## src/rtl/spike_gen_refractory_if.sv

```systemverilog
// Bundles the strobe/compare inputs and spike/count outputs of the spike generator.
// Latency: n/a (wiring only); no backpressure, outputs are free-running pulses.
interface spike_gen_refractory_if #(
    parameter int N_CH  = 4,
    parameter int U_W   = 4,
    parameter int REF_W = 3,
    parameter int CNT_W = 8
);
    logic                   en;
    logic [N_CH*U_W-1:0]    u;
    logic [U_W-1:0]         theta;
    logic [REF_W-1:0]       ref_period;
    logic                   cnt_clr;
    logic [N_CH-1:0]        spike;
    logic [N_CH-1:0]        refractory;
    logic                   spike_any;
    logic [CNT_W-1:0]       spike_cnt;

    modport master (
        output en, u, theta, ref_period, cnt_clr,
        input  spike, refractory, spike_any, spike_cnt
    );

    modport slave (
        input  en, u, theta, ref_period, cnt_clr,
        output spike, refractory, spike_any, spike_cnt
    );
endinterface

```

## src/rtl/spike_gen_refractory.sv

```systemverilog
// Per-channel threshold spike generator with refractory hold-off and saturating spike count.
// Latency: 1 cycle from en strobe to spike; no backpressure, downstream must accept every pulse.
module spike_gen_refractory #(
    parameter int N_CH  = 4,
    parameter int U_W   = 4,
    parameter int REF_W = 3,
    parameter int CNT_W = 8
) (
    input  logic                   clk,
    input  logic                   rst_n,
    spike_gen_refractory_if.slave  sif
);
    localparam int POP_W = $clog2(N_CH + 1);
    localparam int SUM_W = CNT_W + POP_W;
    localparam logic [SUM_W-1:0] CNT_MAX = SUM_W'({CNT_W{1'b1}});

    logic [REF_W-1:0] ref_cnt [N_CH];
    logic [REF_W-1:0] ref_nxt [N_CH];
    logic [N_CH-1:0]  spike_q;
    logic [N_CH-1:0]  spike_nxt;
    logic [N_CH-1:0]  ge;
    logic [N_CH-1:0]  refr;
    logic             spike_any_q;
    logic [CNT_W-1:0] cnt_q;
    logic [CNT_W-1:0] cnt_nxt;
    logic [POP_W-1:0] pop;
    logic [SUM_W-1:0] sum;

    // u >= theta taken as the carry out of u - theta in two's complement form.
    for (genvar g = 0; g < N_CH; g++) begin : g_cmp
        logic [U_W:0] diff;
        assign diff  = {1'b0, sif.u[g*U_W +: U_W]} + {1'b0, ~sif.theta} + {{U_W{1'b0}}, 1'b1};
        assign ge[g] = diff[U_W];
    end

    always_comb begin
        spike_nxt = '0;
        pop       = '0;
        for (int i = 0; i < N_CH; i++) begin
            ref_nxt[i] = ref_cnt[i];
            if (sif.en) begin
                if (ref_cnt[i] != '0) begin
                    ref_nxt[i] = ref_cnt[i] - REF_W'(1);
                end else if (ge[i]) begin
                    spike_nxt[i] = 1'b1;
                    ref_nxt[i]   = sif.ref_period;
                end
            end
        end
        for (int i = 0; i < N_CH; i++) begin
            pop = pop + POP_W'(spike_nxt[i]);
        end
        sum = SUM_W'(cnt_q) + SUM_W'(pop);
        // Clear wins over same-edge spikes so a readout snapshot starts from zero.
        if (sif.cnt_clr) begin
            cnt_nxt = '0;
        end else if (sum > CNT_MAX) begin
            cnt_nxt = '1;
        end else begin
            cnt_nxt = sum[CNT_W-1:0];
        end
    end

    always_ff @(posedge clk or negedge rst_n) begin
        if (!rst_n) begin
            for (int i = 0; i < N_CH; i++) begin
                ref_cnt[i] <= '0;
            end
            spike_q     <= '0;
            spike_any_q <= 1'b0;
            cnt_q       <= '0;
        end else begin
            for (int i = 0; i < N_CH; i++) begin
                ref_cnt[i] <= ref_nxt[i];
            end
            spike_q     <= spike_nxt;
            spike_any_q <= |spike_nxt;
            cnt_q       <= cnt_nxt;
        end
    end

    always_comb begin
        refr = '0;
        for (int i = 0; i < N_CH; i++) begin
            refr[i] = (ref_cnt[i] != '0);
        end
    end

    assign sif.spike      = spike_q;
    assign sif.spike_any  = spike_any_q;
    assign sif.spike_cnt  = cnt_q;
    assign sif.refractory = refr;
endmodule

```

## src/flat_wrapper.sv

```systemverilog
// flat-port wrapper written by rule: the top's interface ports become plain ports
module spike_gen_refractory_flat 
#(
    parameter int N_CH  = 4,
    parameter int U_W   = 4,
    parameter int REF_W = 3,
    parameter int CNT_W = 8
)
  (clk, rst_n, sif_en, sif_u, sif_theta, sif_ref_period, sif_cnt_clr, sif_spike, sif_refractory, sif_spike_any, sif_spike_cnt);
  spike_gen_refractory_if #(.N_CH(N_CH), .U_W(U_W), .REF_W(REF_W), .CNT_W(CNT_W)) sif_i ();
  input  logic clk;
  input  logic rst_n;
  input wire logic [$bits(sif_i.en)-1:0] sif_en;
  input wire logic [$bits(sif_i.u)-1:0] sif_u;
  input wire logic [$bits(sif_i.theta)-1:0] sif_theta;
  input wire logic [$bits(sif_i.ref_period)-1:0] sif_ref_period;
  input wire logic [$bits(sif_i.cnt_clr)-1:0] sif_cnt_clr;
  output wire logic [$bits(sif_i.spike)-1:0] sif_spike;
  output wire logic [$bits(sif_i.refractory)-1:0] sif_refractory;
  output wire logic [$bits(sif_i.spike_any)-1:0] sif_spike_any;
  output wire logic [$bits(sif_i.spike_cnt)-1:0] sif_spike_cnt;
  assign sif_i.en = sif_en;
  assign sif_i.u = sif_u;
  assign sif_i.theta = sif_theta;
  assign sif_i.ref_period = sif_ref_period;
  assign sif_i.cnt_clr = sif_cnt_clr;
  assign sif_spike = sif_i.spike;
  assign sif_refractory = sif_i.refractory;
  assign sif_spike_any = sif_i.spike_any;
  assign sif_spike_cnt = sif_i.spike_cnt;
  spike_gen_refractory #(.N_CH(N_CH), .U_W(U_W), .REF_W(REF_W), .CNT_W(CNT_W)) u_core (.clk(clk), .rst_n(rst_n), .sif(sif_i));
endmodule
```

## config.mk

```make
export PLATFORM = sky130hd
export DESIGN_NAME = spike_gen_refractory_flat
export DESIGN_NICKNAME = d
export VERILOG_FILES = /design/src/rtl/spike_gen_refractory_if.sv /design/src/rtl/spike_gen_refractory.sv /design/src/flat_wrapper.sv
export SDC_FILE = /design/constraint.sdc
export NUM_CORES = 1
export LEC_CHECK = 0
export CAP_MARGIN = 20
export CORE_UTILIZATION = 25
export DETAILED_ROUTE_END_ITERATION = 10
export REMOVE_ABC_BUFFERS = 1
export SYNTH_ARGS = -nofsm -noshare
export SYNTH_HDL_FRONTEND = slang
export SYNTH_SLANG_ARGS = --single-unit
```

## constraint.sdc

```tcl
create_clock -name clk -period 3.9 [get_ports clk]
set_clock_uncertainty 0.1 [all_clocks]
set_input_delay 0.585 -clock clk [delete_from_list [all_inputs] [get_ports clk]]
set_output_delay 0.585 -clock clk [all_outputs]
set_load 0.03 [all_outputs]
```

[After elaboration in Yosys (flattened, before gate mapping)]
Cells that the tools add are included.
Word-level totals
  output and inout bits: 17
  register bits: 25
  input port bits: 27
  logic and storage cells: 60
Cells by class
  reductions and logical operators: 13
  $add $sub $neg: 16
  bitwise operators: 1
  muxes and demuxes: 22
  order comparisons: 1
Operator list (count)
  $mux 3: 8
  $add 4x4->5: 4
  $add 5x1->5 const B: 4
  $mux 8: 2
  $mux 1: 12
  $reduce_bool 3->1: 4
  $sub 3x1->3 const B: 4
  $gt 11x8->1 const B: 1
  $add 8x3->9: 1
  $reduce_and 2->1: 4
  $reduce_bool 2->1: 4
  $add 3x1->3: 2
  $not 4->4: 1
  $reduce_or 4->1: 1
  $add 1x1->2: 1

[Depth between registers and ports, before layout]
  word-level depth: 13
  depth in mapped cells: 18
  depth with buffers taken out: 17

[Worst setup path after synthesis]
OpenSTA, ideal clock, no wires.
  kind: input port to flip-flop
  start: in sif_theta[2]
  end: reg u_core.cnt_q[0] (netlist: u_core.sif.spike_cnt[0])
  slack: -0.153 ns
  cell stages on the path: 18
  buffers on the path: 1
  required time: 3.722 ns
  arrival time: 3.876 ns
  setup time: 0.078 ns
  cells stage by stage: inv_1 -> ha_1 -> or2_2 -> a21oi_1 -> nor4_1 -> inv_1 -> ha_1 -> inv_1 -> fa_1 -> inv_1 -> ha_1 -> inv_1 -> fa_1 -> nor2b_1 -> o2111ai_1 -> or2_2 -> clkbuf_1 -> a21oi_1
On the way
  cells in the longest elaborated chain, start to end: 13
  elaborated cells on any way between the ends: 28
  those cells by class: 12 x add/sub; 1 x order compare; 14 x mux; 1 x bitwise
RTL lines
  start, declared: line flat_wrapper.sv:15  | input wire logic [$bits(sif_i.theta)-1:0] sif_theta;
  $not 4->4 *: line spike_gen_refractory.sv:32  | assign diff = {1'b0, sif.u[g*U_W +: U_W]} + {1'b0, ~sif.theta} + {{U_W{1'b0}}, 1'b1};
  $add 4x4->5 *: line spike_gen_refractory.sv:32
  $add 5x1->5 *: line spike_gen_refractory.sv:32
  $mux 1 *: line spike_gen_refractory.sv:44  | end else if (ge[i]) begin
  $mux 1 *: line spike_gen_refractory.sv:42  | if (ref_cnt[i] != '0) begin
  $mux 1 *: line spike_gen_refractory.sv:41  | if (sif.en) begin
  named net u_core.spike_nxt[1]: line spike_gen_refractory.sv:20  | logic [N_CH-1:0] spike_nxt;
  $add 1x1->2 *: line spike_gen_refractory.sv:51  | pop = pop + POP_W'(spike_nxt[i]);
  $add 3x1->3 * (2 in series): line spike_gen_refractory.sv:51
  $add 8x3->9 *: line spike_gen_refractory.sv:53  | sum = SUM_W'(cnt_q) + SUM_W'(pop);
  $gt 11x8->1: line spike_gen_refractory.sv:57  | end else if (sum > CNT_MAX) begin
  $mux 8 *: line spike_gen_refractory.sv:57
  $mux 8 *: line spike_gen_refractory.sv:55  | if (sif.cnt_clr) begin
  named net u_core.cnt_nxt[0]: line spike_gen_refractory.sv:25  | logic [CNT_W-1:0] cnt_nxt;
  end signal, assigned: line spike_gen_refractory.sv:78  | cnt_q <= cnt_nxt;
  end, declared: line spike_gen_refractory.sv:24  | logic [CNT_W-1:0] cnt_q;
Mark *: on every way through the listed nets, which the timed path passes. The rest lies on a longest branch.
A chain may end at the register's enable or synchronous reset.

[Worst setup path in the final report]
  start: in sif_u[1]
  end: reg u_core.cnt_q[5] (netlist: u_core.sif.spike_cnt[5])
On the way
  cells in the longest elaborated chain, start to end: 12
RTL lines
  start, declared: line flat_wrapper.sv:14  | input wire logic [$bits(sif_i.u)-1:0] sif_u;
  $add 4x4->5 *: line spike_gen_refractory.sv:32
  $add 5x1->5 *: line spike_gen_refractory.sv:32
  $mux 1 *: line spike_gen_refractory.sv:44
  $mux 1 *: line spike_gen_refractory.sv:42
  $mux 1 *: line spike_gen_refractory.sv:41
  $add 1x1->2 *: line spike_gen_refractory.sv:51
  $add 3x1->3 * (2 in series): line spike_gen_refractory.sv:51
  $add 8x3->9 *: line spike_gen_refractory.sv:53
  $gt 11x8->1: line spike_gen_refractory.sv:57
  $mux 8 *: line spike_gen_refractory.sv:57
  $mux 8 *: line spike_gen_refractory.sv:55
  named net u_core.cnt_nxt[5]: line spike_gen_refractory.sv:25
Marks and branches as above.

==> reports/results.tsv <==
metric	value	unit
path_delay_family	adder cells	
grt_first_pass_wirelength	7910	um
critPathBufInv	4	
nFillCells	714	
final_common_cell	buf_4	
power.total	1.16	mW
port_buffers	43	
cts_root_buffer	clkbuf_8	
io_pins	44	
cp.depth	16	
grt_pass1_vias	1732	
max_freq	0.265	GHz
drt_wl_total	4900	um
slew_violations	0	
multi_input_area	1290	um2
synth_top_flop_cell	dfrtp_1	
leakage	1.26	nW
rows	31	
crit_type	in -> reg	
hold_depth	1	
max_slew_margin	74.1	%
ys_seq_area_share	33.3	%
final_nets	335	
cts.sinks	25	
worstPathArrival	3870	ps
path_cells	clkdlybuf4s50_1 > ha_1 > a2111o_1 > and2_4 > nand3_2 > ha_4 > inv_2 > fa_1 > inv_1 > ha_2 > inv_2 > fa_2 > nor2b_4 > o2111ai_2 > or2_4 > a31oi_1	
h-tree-depth	1	
die-area	7860	um2
ir_worst_vdd	0.152	mV
area_growth	54.4	%
syn_area_per_cell	9.39	um2
layout_common_cells	buf_4 (38), clkdlybuf4s50_1 (36), dfrtp_1 (25)	
drcViolationCount	0	
cts_hold_buf	0	
status	finished, final reports clean	
antenna_cells	0	
dp_hpwl	3680	um
seq_area	626	um2
yosysUniqueCellTypes	41	
synth-edff-count	0	
syn_inst	200	
clk_latency	270	ps
overflow	0	
reg2reg_depth	17	
cts_buffers	3	
drive_gt1_share	28.3	%
max_cap_viol_count	0	
hold_viol	0	
crit_path_end_kind	register	
place.gp.congestion	0.847	
crit_fanout	6	
ys_ff_latch	25	
ant_nets	0	
grt_max_degree	26	
core	7250	um2
fin_crit_sh	96.8	%
cp_slowest_stage_delay	450	ps
rsz0062_at_grt	no	
vias_per_cell	4.73	
worstPathRequired	4000	ps
whs	386	ps
clock_path_buffers	2	
cp_common_cell	inv_2	
syn_area	1880	um2
start_kind	input port	
period_minus_slack	3770	ps
worst_pin_slew	387	ps
drt_iter0_drc	61	
async_flop_share	100	%
antenna_found_initial	0	
via_count	1787	
power-per-cell-area	400	nW/um2
setup_viol	0	
cts_tree	yes	
slowest_stage	clkdlybuf4s50_1	
initial_core_util	25.9	%
wl_per_cell	13.0	um
clk_pin_slew_worst_paths	90	ps
hold_class	reg -> reg	
groute.usage.overall	13.0	%
die_h	88.7	um
drtPass1Iterations	4	
die_w	88.7	um
yosysWarnings	0	
[through the flow]
step | util (%) | cell area (um2) | worst slack, ps | cells | TNS [ps]
floorplan | - | 1860 | -68.3 | 194 | -349
global placement | 36.5 | 2650 | -497 | 368 | -3610
detailed placement | 36.5 | 2650 | -602 | 368 | -4440
CTS | 39.5 | 2860 | 15.4 | 376 | 0
global route | 40.0 | 2900 | 12.9 | 378 | 0
finish | 40.0 | 2900 | 126 | 378 | 0
[final cells by class]
cell class                 count  area share, %
sequential                    25           21.6
tap                           99           4.27
timing repair buffer          81           24.5
multi-input combinational    142           44.6
clock buffer                   3           1.42
clock inverter                 1          0.173
inverter                      27           3.49
[per-layer routing]
metal  up-vias  global-route usage, %  routed length [um]  share of wire [%]
met5         -                      0                   0                  0
met4         0                   4.25                  83                1.7
met3         8                   1.68                  84                1.7
met2        22                   23.3                2630                 54
met1       875                   16.2                2100                 43
li1        882                      -                   -                  -
[power breakdown]
group,switching (mW),internal (mW)
clock network,0.0872,0.0716
registers,0.0497,0.334
logic,0.324,0.293
[final timing paths]
check,startpoint,endpoint,slack [ps]
max,sif_u[1],u_core.sif.spike_cnt[5],130
min,u_core.ref_cnt[6],u_core.ref_cnt[6],390
max reg2reg,u_core.ref_cnt[6],u_core.sif.spike_cnt[5],320
min reg2reg,u_core.ref_cnt[6],u_core.ref_cnt[6],390
max in group asynchronous,rst_n,u_core.ref_cnt[2],2880
min in group asynchronous,rst_n,u_core.sif.spike_cnt[6],570
[synth_stat cells, drive strengths merged (4+ instances only)]
cell type / n / area, um2
a21oi: 16 / 80.1
a31oi: 6 / 37.5
clkbuf: 5 / 18.8
dfrtp: 25 / 626
ha: 26 / 325
inv: 27 / 101
nand2: 4 / 15.0
nand2b: 5 / 31.3
nand3: 7 / 35.0
nor2: 10 / 37.5
nor2b: 5 / 31.3
nor3: 8 / 40.0
o21ai: 7 / 35.0
or2: 4 / 25.0
[state kept, by name (all words and copies together), names as in the netlist]
register and flops:
u_core.sif.spike 4, u_core.ref_cnt 12, u_core.sif.spike_any 1, u_core.sif.spike_cnt 8
[what timing repair did]
action / 4_1_cts / 5_1_grt
pin swaps: 13 / 6
hold endpoints to repair: 0 / 0
endpoints found under the setup margin: 8 / 8
setup buffers: 4 / 2
gates resized for setup: 34 / 6
[logic make-up (layout without fill, tap and decap cells)]
group / count (synthesis) / in the layout / share of synthesized area [%]
xor gates and xnor gates: 3 / 3 / 1.40
adders and majority gates: 28 / 28 / 19.5
DFF: 25 / 25 / 33.3
AOI/OAI and AO/OA: 53 / 53 / 22.1
buffers and inverters: 33 / 112 / 6.60
and+or+nand+nor: 58 / 58 / 17.1
Note: power is estimated with default switching activity, not from simulation.
